$ cat src/rtl/sseg_scan_ctrl.sv
`default_nettype none
// ============================================================================
//  Module   : sseg_scan_ctrl
//  Purpose  : Time-multiplexed scan controller for an 8-digit seven-segment
//             display. A bus-side register file holds eight hex digits, a
//             digit-enable mask and decimal-point mask. A prescaled scheduler
//             gives each digit one slot per frame, with all anodes blanked
//             for the first BLANK_CYC cycles of every slot.
//  Revision : 1.0 - initial release
// ----------------------------------------------------------------------------
//  Parameters
//    SCAN_DIV   clock cycles per digit slot (4 .. 2**20)
//    BLANK_CYC  blanked cycles at the start of each slot (< SCAN_DIV)
//  Ports
//    clk        in   1   system clock
//    rst_n      in   1   asynchronous assert, active-low reset
//    wr_en_i    in   1   register write strobe
//    rd_en_i    in   1   register read strobe
//    addr_i     in   1   0 = DIGITS, 1 = CTRL
//    wr_data_i  in  32   write data
//    rd_data_o  out 32   registered read data, held until the next read
//    r_sg       out  8   segments, active-low (bit0..6 = a..g, bit7 = dp)
//    r_an       out  8   anodes, active-low (bit n = digit n)
//    frame_o    out  1   one-cycle pulse when slot 7 ends
//  Build option
//    SSEG_DIM_EN  when defined, adds a 16-step duty (brightness) control in
//                 CTRL[19:16]; otherwise those bits read 0 and ignore writes.
// ============================================================================
module sseg_scan_ctrl #(
  parameter int unsigned SCAN_DIV  = 100000,
  parameter int unsigned BLANK_CYC = 100
) (
  input  logic        clk,
  input  logic        rst_n,
  input  logic        wr_en_i,
  input  logic        rd_en_i,
  input  logic        addr_i,
  input  logic [31:0] wr_data_i,
  output logic [31:0] rd_data_o,
  output logic [7:0]  r_sg,
  output logic [7:0]  r_an,
  output logic        frame_o
);

  localparam int unsigned     C_PW      = (SCAN_DIV > 1) ? $clog2(SCAN_DIV) : 1;
  localparam logic [C_PW-1:0] C_PCNT_TC = C_PW'(SCAN_DIV - 1);
  localparam logic [C_PW-1:0] C_BLANK   = C_PW'(BLANK_CYC);
  localparam logic [C_PW-1:0] C_ONE     = C_PW'(1);

  // --------------------------------------------------------------------------
  // Register file: staging (bus side) and shadow (display side)
  // --------------------------------------------------------------------------
  logic [31:0] r_stg_digits;
  logic [7:0]  r_stg_mask;
  logic [7:0]  r_stg_dp;
  logic [31:0] r_shd_digits;
  logic [7:0]  r_shd_mask;
  logic [7:0]  r_shd_dp;
  logic [3:0]  w_ctrl_duty;

  logic [C_PW-1:0] r_pcnt;
  logic [2:0]      r_idx;
  logic            w_wrap;

  assign w_wrap = (r_idx == 3'd7) && (r_pcnt == C_PCNT_TC);

`ifdef SSEG_DIM_EN
  logic [3:0] r_stg_duty;
  logic [3:0] r_shd_duty;
  logic [3:0] r_dcnt;
  logic       w_unused_wdata;

  assign w_ctrl_duty    = r_stg_duty;
  assign w_unused_wdata = ^wr_data_i[31:20];

  always_ff @(posedge clk or negedge rst_n) begin
    if (!rst_n) begin
      r_stg_duty <= 4'hF;
      r_shd_duty <= 4'hF;
      r_dcnt     <= 4'h0;
    end else begin
      r_dcnt <= r_dcnt + 4'h1;
      if (wr_en_i && addr_i) begin
        r_stg_duty <= wr_data_i[19:16];
      end
      // Shadow copy is taken before a coincident write lands in staging.
      if (w_wrap) begin
        r_shd_duty <= r_stg_duty;
      end
    end
  end
`else
  logic w_unused_wdata;

  assign w_ctrl_duty    = 4'h0;
  assign w_unused_wdata = ^wr_data_i[31:16];
`endif

  always_ff @(posedge clk or negedge rst_n) begin
    if (!rst_n) begin
      r_stg_digits <= 32'h0;
      r_stg_mask   <= 8'h0;
      r_stg_dp     <= 8'h0;
    end else if (wr_en_i) begin
      if (!addr_i) begin
        r_stg_digits <= wr_data_i;
      end else begin
        r_stg_mask <= wr_data_i[7:0];
        r_stg_dp   <= wr_data_i[15:8];
      end
    end
  end

  // Shadow loads only at frame wrap so a multi-write update never tears.
  always_ff @(posedge clk or negedge rst_n) begin
    if (!rst_n) begin
      r_shd_digits <= 32'h0;
      r_shd_mask   <= 8'h0;
      r_shd_dp     <= 8'h0;
    end else if (w_wrap) begin
      r_shd_digits <= r_stg_digits;
      r_shd_mask   <= r_stg_mask;
      r_shd_dp     <= r_stg_dp;
    end
  end

  // Reads return staging; a same-cycle write is seen on the next read.
  always_ff @(posedge clk or negedge rst_n) begin
    if (!rst_n) begin
      rd_data_o <= 32'h0;
    end else if (rd_en_i) begin
      if (addr_i) begin
        rd_data_o <= {12'h0, w_ctrl_duty, r_stg_dp, r_stg_mask};
      end else begin
        rd_data_o <= r_stg_digits;
      end
    end
  end

  // --------------------------------------------------------------------------
  // Slot scheduler
  // --------------------------------------------------------------------------
  always_ff @(posedge clk or negedge rst_n) begin
    if (!rst_n) begin
      r_pcnt <= '0;
      r_idx  <= 3'd0;
    end else if (r_pcnt == C_PCNT_TC) begin
      r_pcnt <= '0;
      r_idx  <= r_idx + 3'd1;
    end else begin
      r_pcnt <= r_pcnt + C_ONE;
    end
  end

  // --------------------------------------------------------------------------
  // Output decode
  // --------------------------------------------------------------------------
  function automatic logic [6:0] seg7(input logic [3:0] hex);
    logic [6:0] seg;
    case (hex)
      4'h0:    seg = 7'h40;
      4'h1:    seg = 7'h79;
      4'h2:    seg = 7'h24;
      4'h3:    seg = 7'h30;
      4'h4:    seg = 7'h19;
      4'h5:    seg = 7'h12;
      4'h6:    seg = 7'h02;
      4'h7:    seg = 7'h78;
      4'h8:    seg = 7'h00;
      4'h9:    seg = 7'h10;
      4'hA:    seg = 7'h08;
      4'hB:    seg = 7'h03;
      4'hC:    seg = 7'h46;
      4'hD:    seg = 7'h21;
      4'hE:    seg = 7'h06;
      default: seg = 7'h0E;
    endcase
    return seg;
  endfunction

  logic [3:0] w_cur_hex;
  logic       w_blank;
  logic       w_an_on;
  logic [7:0] w_an_nxt;
  logic [7:0] w_sg_nxt;

  assign w_cur_hex = r_shd_digits[{r_idx, 2'b00} +: 4];

  always_comb begin
    w_blank  = (r_pcnt < C_BLANK);
    w_an_on  = r_shd_mask[r_idx] && !w_blank;
`ifdef SSEG_DIM_EN
    w_an_on  = w_an_on && (r_dcnt <= r_shd_duty);
`endif
    w_an_nxt = 8'hFF;
    w_sg_nxt = 8'hFF;
    // Segment lines follow the anode: whenever no digit is lit they are
    // released too, which keeps the display fully dark after reset.
    if (w_an_on) begin
      w_an_nxt = ~(8'h01 << r_idx);
      w_sg_nxt = {~r_shd_dp[r_idx], seg7(w_cur_hex)};
    end
  end

  always_ff @(posedge clk or negedge rst_n) begin
    if (!rst_n) begin
      r_an    <= 8'hFF;
      r_sg    <= 8'hFF;
      frame_o <= 1'b0;
    end else begin
      r_an    <= w_an_nxt;
      r_sg    <= w_sg_nxt;
      frame_o <= w_wrap;
    end
  end

endmodule
`default_nettype wire

$ cat config.mk
export PLATFORM = sky130hd
export DESIGN_NAME = sseg_scan_ctrl
export DESIGN_NICKNAME = d
export VERILOG_FILES = /design/src/rtl/sseg_scan_ctrl.sv
export SDC_FILE = /design/constraint.sdc
export NUM_CORES = 1
export LEC_CHECK = 0
export ABC_AREA = 1
export ABC_CLOCK_PERIOD_IN_PS = 4600
export BUFFER_PORTS_ARGS = -buffer_cell sky130_fd_sc_hd__clkbuf_2
export CAP_MARGIN = 20
export CORE_ASPECT_RATIO = 1.4
export CORE_UTILIZATION = 50
export CTS_CLUSTER_SIZE = 14
export DETAILED_ROUTE_END_ITERATION = 7
export PLACE_DENSITY_LB_ADDON = 0.05
export SYNTH_ARGS = -nofsm -noshare
export SYNTH_HDL_FRONTEND = slang
export SYNTH_SLANG_ARGS = --single-unit
$ cat constraint.sdc
create_clock -name clk -period 4.6 [get_ports clk]
set_input_delay 0.46 -clock clk [delete_from_list [all_inputs] [get_ports clk]]
set_output_delay 0.46 -clock clk [all_outputs]
set_load 0.01 [all_outputs]
==> impl_metrics.ini <==
[floorplanning]
die_width_microns = 104
rows = 51
io_pins = 86
start_util_pct = 51.7
dieArea_sq_um = 15100
core_area_sq_um = 14100
die-height_microns = 145

[synth]
synth_area_per_cell_sq_um = 8.51
synth_area_leaders = dfrtp_1 51%, nand2_1 14%, dfstp_2 5.8%, inv_1 5.4%, nand3_1 3.6%
synth-seq-cells = 165
postSynthNetCount = 907
yosys.area.top_type = dfrtp_1
ys_seq_area_share_pct = 56.9
yosys.cell_count.top_type = nand2_1
yosysWarnings = 0
ys_types = 31
syn-cell-area_sq_um = 7290
syn_inst = 857
synth_ff_type = dfrtp_1
synthArstFlopShare_pct = 100
ys_top_cells_by_count = 281 x nand2_1, 149 x dfrtp_1, 104 x inv_1
synth_top_cell_area_share_pct = 51.1
synth-edff-count = 0

[final_layout]
fin_nets = 980
ff_latch_area_sq_um = 4150
drive_above_1_share_pct = 15.2
final_area_sq_um = 8410
final.fill_count = 1284
n_antenna_cell = 0
area_growth_pct = 15.4
multi_input_area_sq_um = 2530

[placement]
gp_congestion = 0.906
port_buffers = 85
placed_area_sq_um = 7780
dpl.hpwl_microns = 11200

[timing]
max_freq_ghz = 0.379
hold_viol = 0
skew_ns = 0.0134
period_share_pct = 57.3
finalSetupViolations = 0
drv_slew = 0
post-route-min-period_ns = 2.64
tns_ns = 0
slew_headroom_pct = 32.9
worst_slew_pin_slew_ns = 1.01
rsz0062_at_grt = no

[clock_network]
cts_tree = yes
cts_buffers = 17
cts_buffer_depth = 2
clock-sinks = 165
root_buffer = clkbuf_16
path_clk_slew_ns = 0.06
hold_buffers = 0
cts_resized = 0
clk-insertion-delay-late_ns = 0.43
cts_setup_buffers = 0
cts.htree.levels = 4

[setup_path]
critical_path_class = reg -> reg
path_cells = ha_1 > ha_1 > nand3_2 > buf_4 > nand2_1 > nand2_1
critPathCaptureType = flip-flop
slowest_delay_ns = 0.86
r2r_setup_slack_ns = 1.96
critPathLaunch = r_idx[0]
slowest_stage = dfrtp_1
r2r-start = r_idx[0]
reg2regPathDepth = 6
arrival_ns = 2.96
critical-path-top-delay-family = flip-flops
cp_num_buf_inv = 1
timing.rr.end = r_shd_dp[0]
start_kind = flip-flop
crit_fanout = 34
crit_required_ns = 4.92

[detailed_routing]
drc = 0
wire_per_inst_microns = 14.3
num_vias = 5780
drtIter0Drc = 323
wirelength_microns = 16100
routed_via_density = 5.13
drt_first_pass_iters = 5
detail-route-antenna-nets = 0

[pwr]
ir_drop_uv = 221
power_density_nw_per_um2 = 394
p_leak_nw = 4.31

[grt]
overflow = 0
grt_pass1_wl_microns = 27300
track_usage_pct = 23.2
first_global_vias = 5648
antenna_found_initial = 0
grt_max_degree = 86

[run_status]
status = completed

[worst_hold_path]
hold_path.class = in -> async

[run]
drv_cap = 0
-- power breakdown --
| group | internal, W | switching [W] | total (W) |
|---|---|---|---|
| Sequential | 0.00154 | 0.0000562 | 0.00160 |
| Clock | 0.000932 | 0.000552 | 0.00148 |
| Combinational | 0.0000849 | 0.000151 | 0.000236 |
| Total | 0.00256 | 0.000759 | 0.00332 |
-- final cells by class --
| cell class | instances | area share, % |
|---|---|---|
| Clock buffer | 22 | 5.52 |
| Clock inverter | 8 | 1.78 |
| Inverter | 108 | 4.89 |
| Multi-Input combinational cell | 548 | 30.0 |
| Sequential cell | 165 | 49.3 |
| Tap cell | 185 | 2.75 |
| Timing Repair Buffer | 90 | 5.72 |
-- metrics by stage --
| step | util [%] | instances | setup WS [ns] | power [W] | hold slack (ns) |
|---|---|---|---|---|---|
| after floorplan | - | 857 | 2.70 | 0.00173 | 0.164 |
| after global routing | 59.7 | 1126 | 1.65 | 0.00345 | 0.150 |
| after global placement | 55.2 | 1095 | 2.04 | 0.00185 | 0.445 |
| after detailed placement | 55.2 | 1095 | 1.98 | 0.00186 | 0.453 |
| after CTS | 59.5 | 1125 | 1.94 | 0.00335 | 0.117 |
| final | 59.7 | 1126 | 1.96 | 0.00332 | 0.0819 |
-- sequential cells by signal, indices dropped and copies added, names as in the netlist --
signal	cells
frame_o	1
r_an	8
r_idx	3
r_pcnt	17
r_sg	8
r_shd_digits	32
r_shd_dp	8
r_shd_mask	8
r_stg_digits	32
r_stg_dp	8
r_stg_mask	8
rd_data_o	32
-- routing by layer --
metal  track usage (%)  routed length (microns)
met3              4.61                      511
met1              29.2                     7060
met2              39.1                     8150
met5                 0                        0
met4              10.3                      347
-- cells in the final DEF (no fill, tap or decap), types with 2 or more instances in the layout --
master / n
o21ai_0: 46
clkbuf_8: 2
dfrtp_1: 149
clkbuf_1: 3
bufinv_16: 4
a32o_1: 2
a21oi_1: 20
nand2_2: 3
clkinv_2: 2
a31oi_1: 16
nand3_1: 51
nand2_1: 280
o22ai_1: 16
nand3_2: 2
nand4_1: 6
nor2_1: 67
ha_1: 13
o21ai_1: 10
xor2_1: 9
clkbuf_16: 17
inv_1: 104
nor3_1: 2
clkinv_4: 2
buf_4: 4
dfstp_2: 16
clkbuf_2: 84
-- worst max-delay path by stage --
| stage | endpoint | slack, ns | depth (start not counted) |
|---|---|---|---|
| 5_1_grt | r_sg[0] | 1.65 | 12 |
| 4_1_cts | r_shd_dp[0] | 1.94 | 6 |
| 6_report | r_shd_dp[0] | 1.96 | 6 |
| 3_3_place_gp | r_shd_mask[5] | 2.04 | 6 |
| 2_1_floorplan | r_sg[5] | 2.70 | 13 |
| 3_5_place_dp | r_shd_digits[14] | 1.98 | 6 |
-- cells by family (layout without fill, tap and decap cells) --
family | Yosys count | in the layout | synth area share, %
and+or+nand+nor | 415 | 415 | 22.9
xor gates and xnor gates | 9 | 9 | 1.08
DFF | 165 | 165 | 56.9
adders and majority gates | 13 | 13 | 2.23
buffers and inverters | 144 | 228 | 8.55
AOI/OAI and AO/OA | 111 | 111 | 8.34
-- worst register-to-register path, cell delays in order, from the launching register on --
cell and delay (ns):
dfrtp_1 0.86, ha_1 0.31, ha_1 0.19, nand3_2 0.52, buf_4 0.48, nand2_1 0.12
nand2_1 0.06
(Power assumes the default switching activity.)
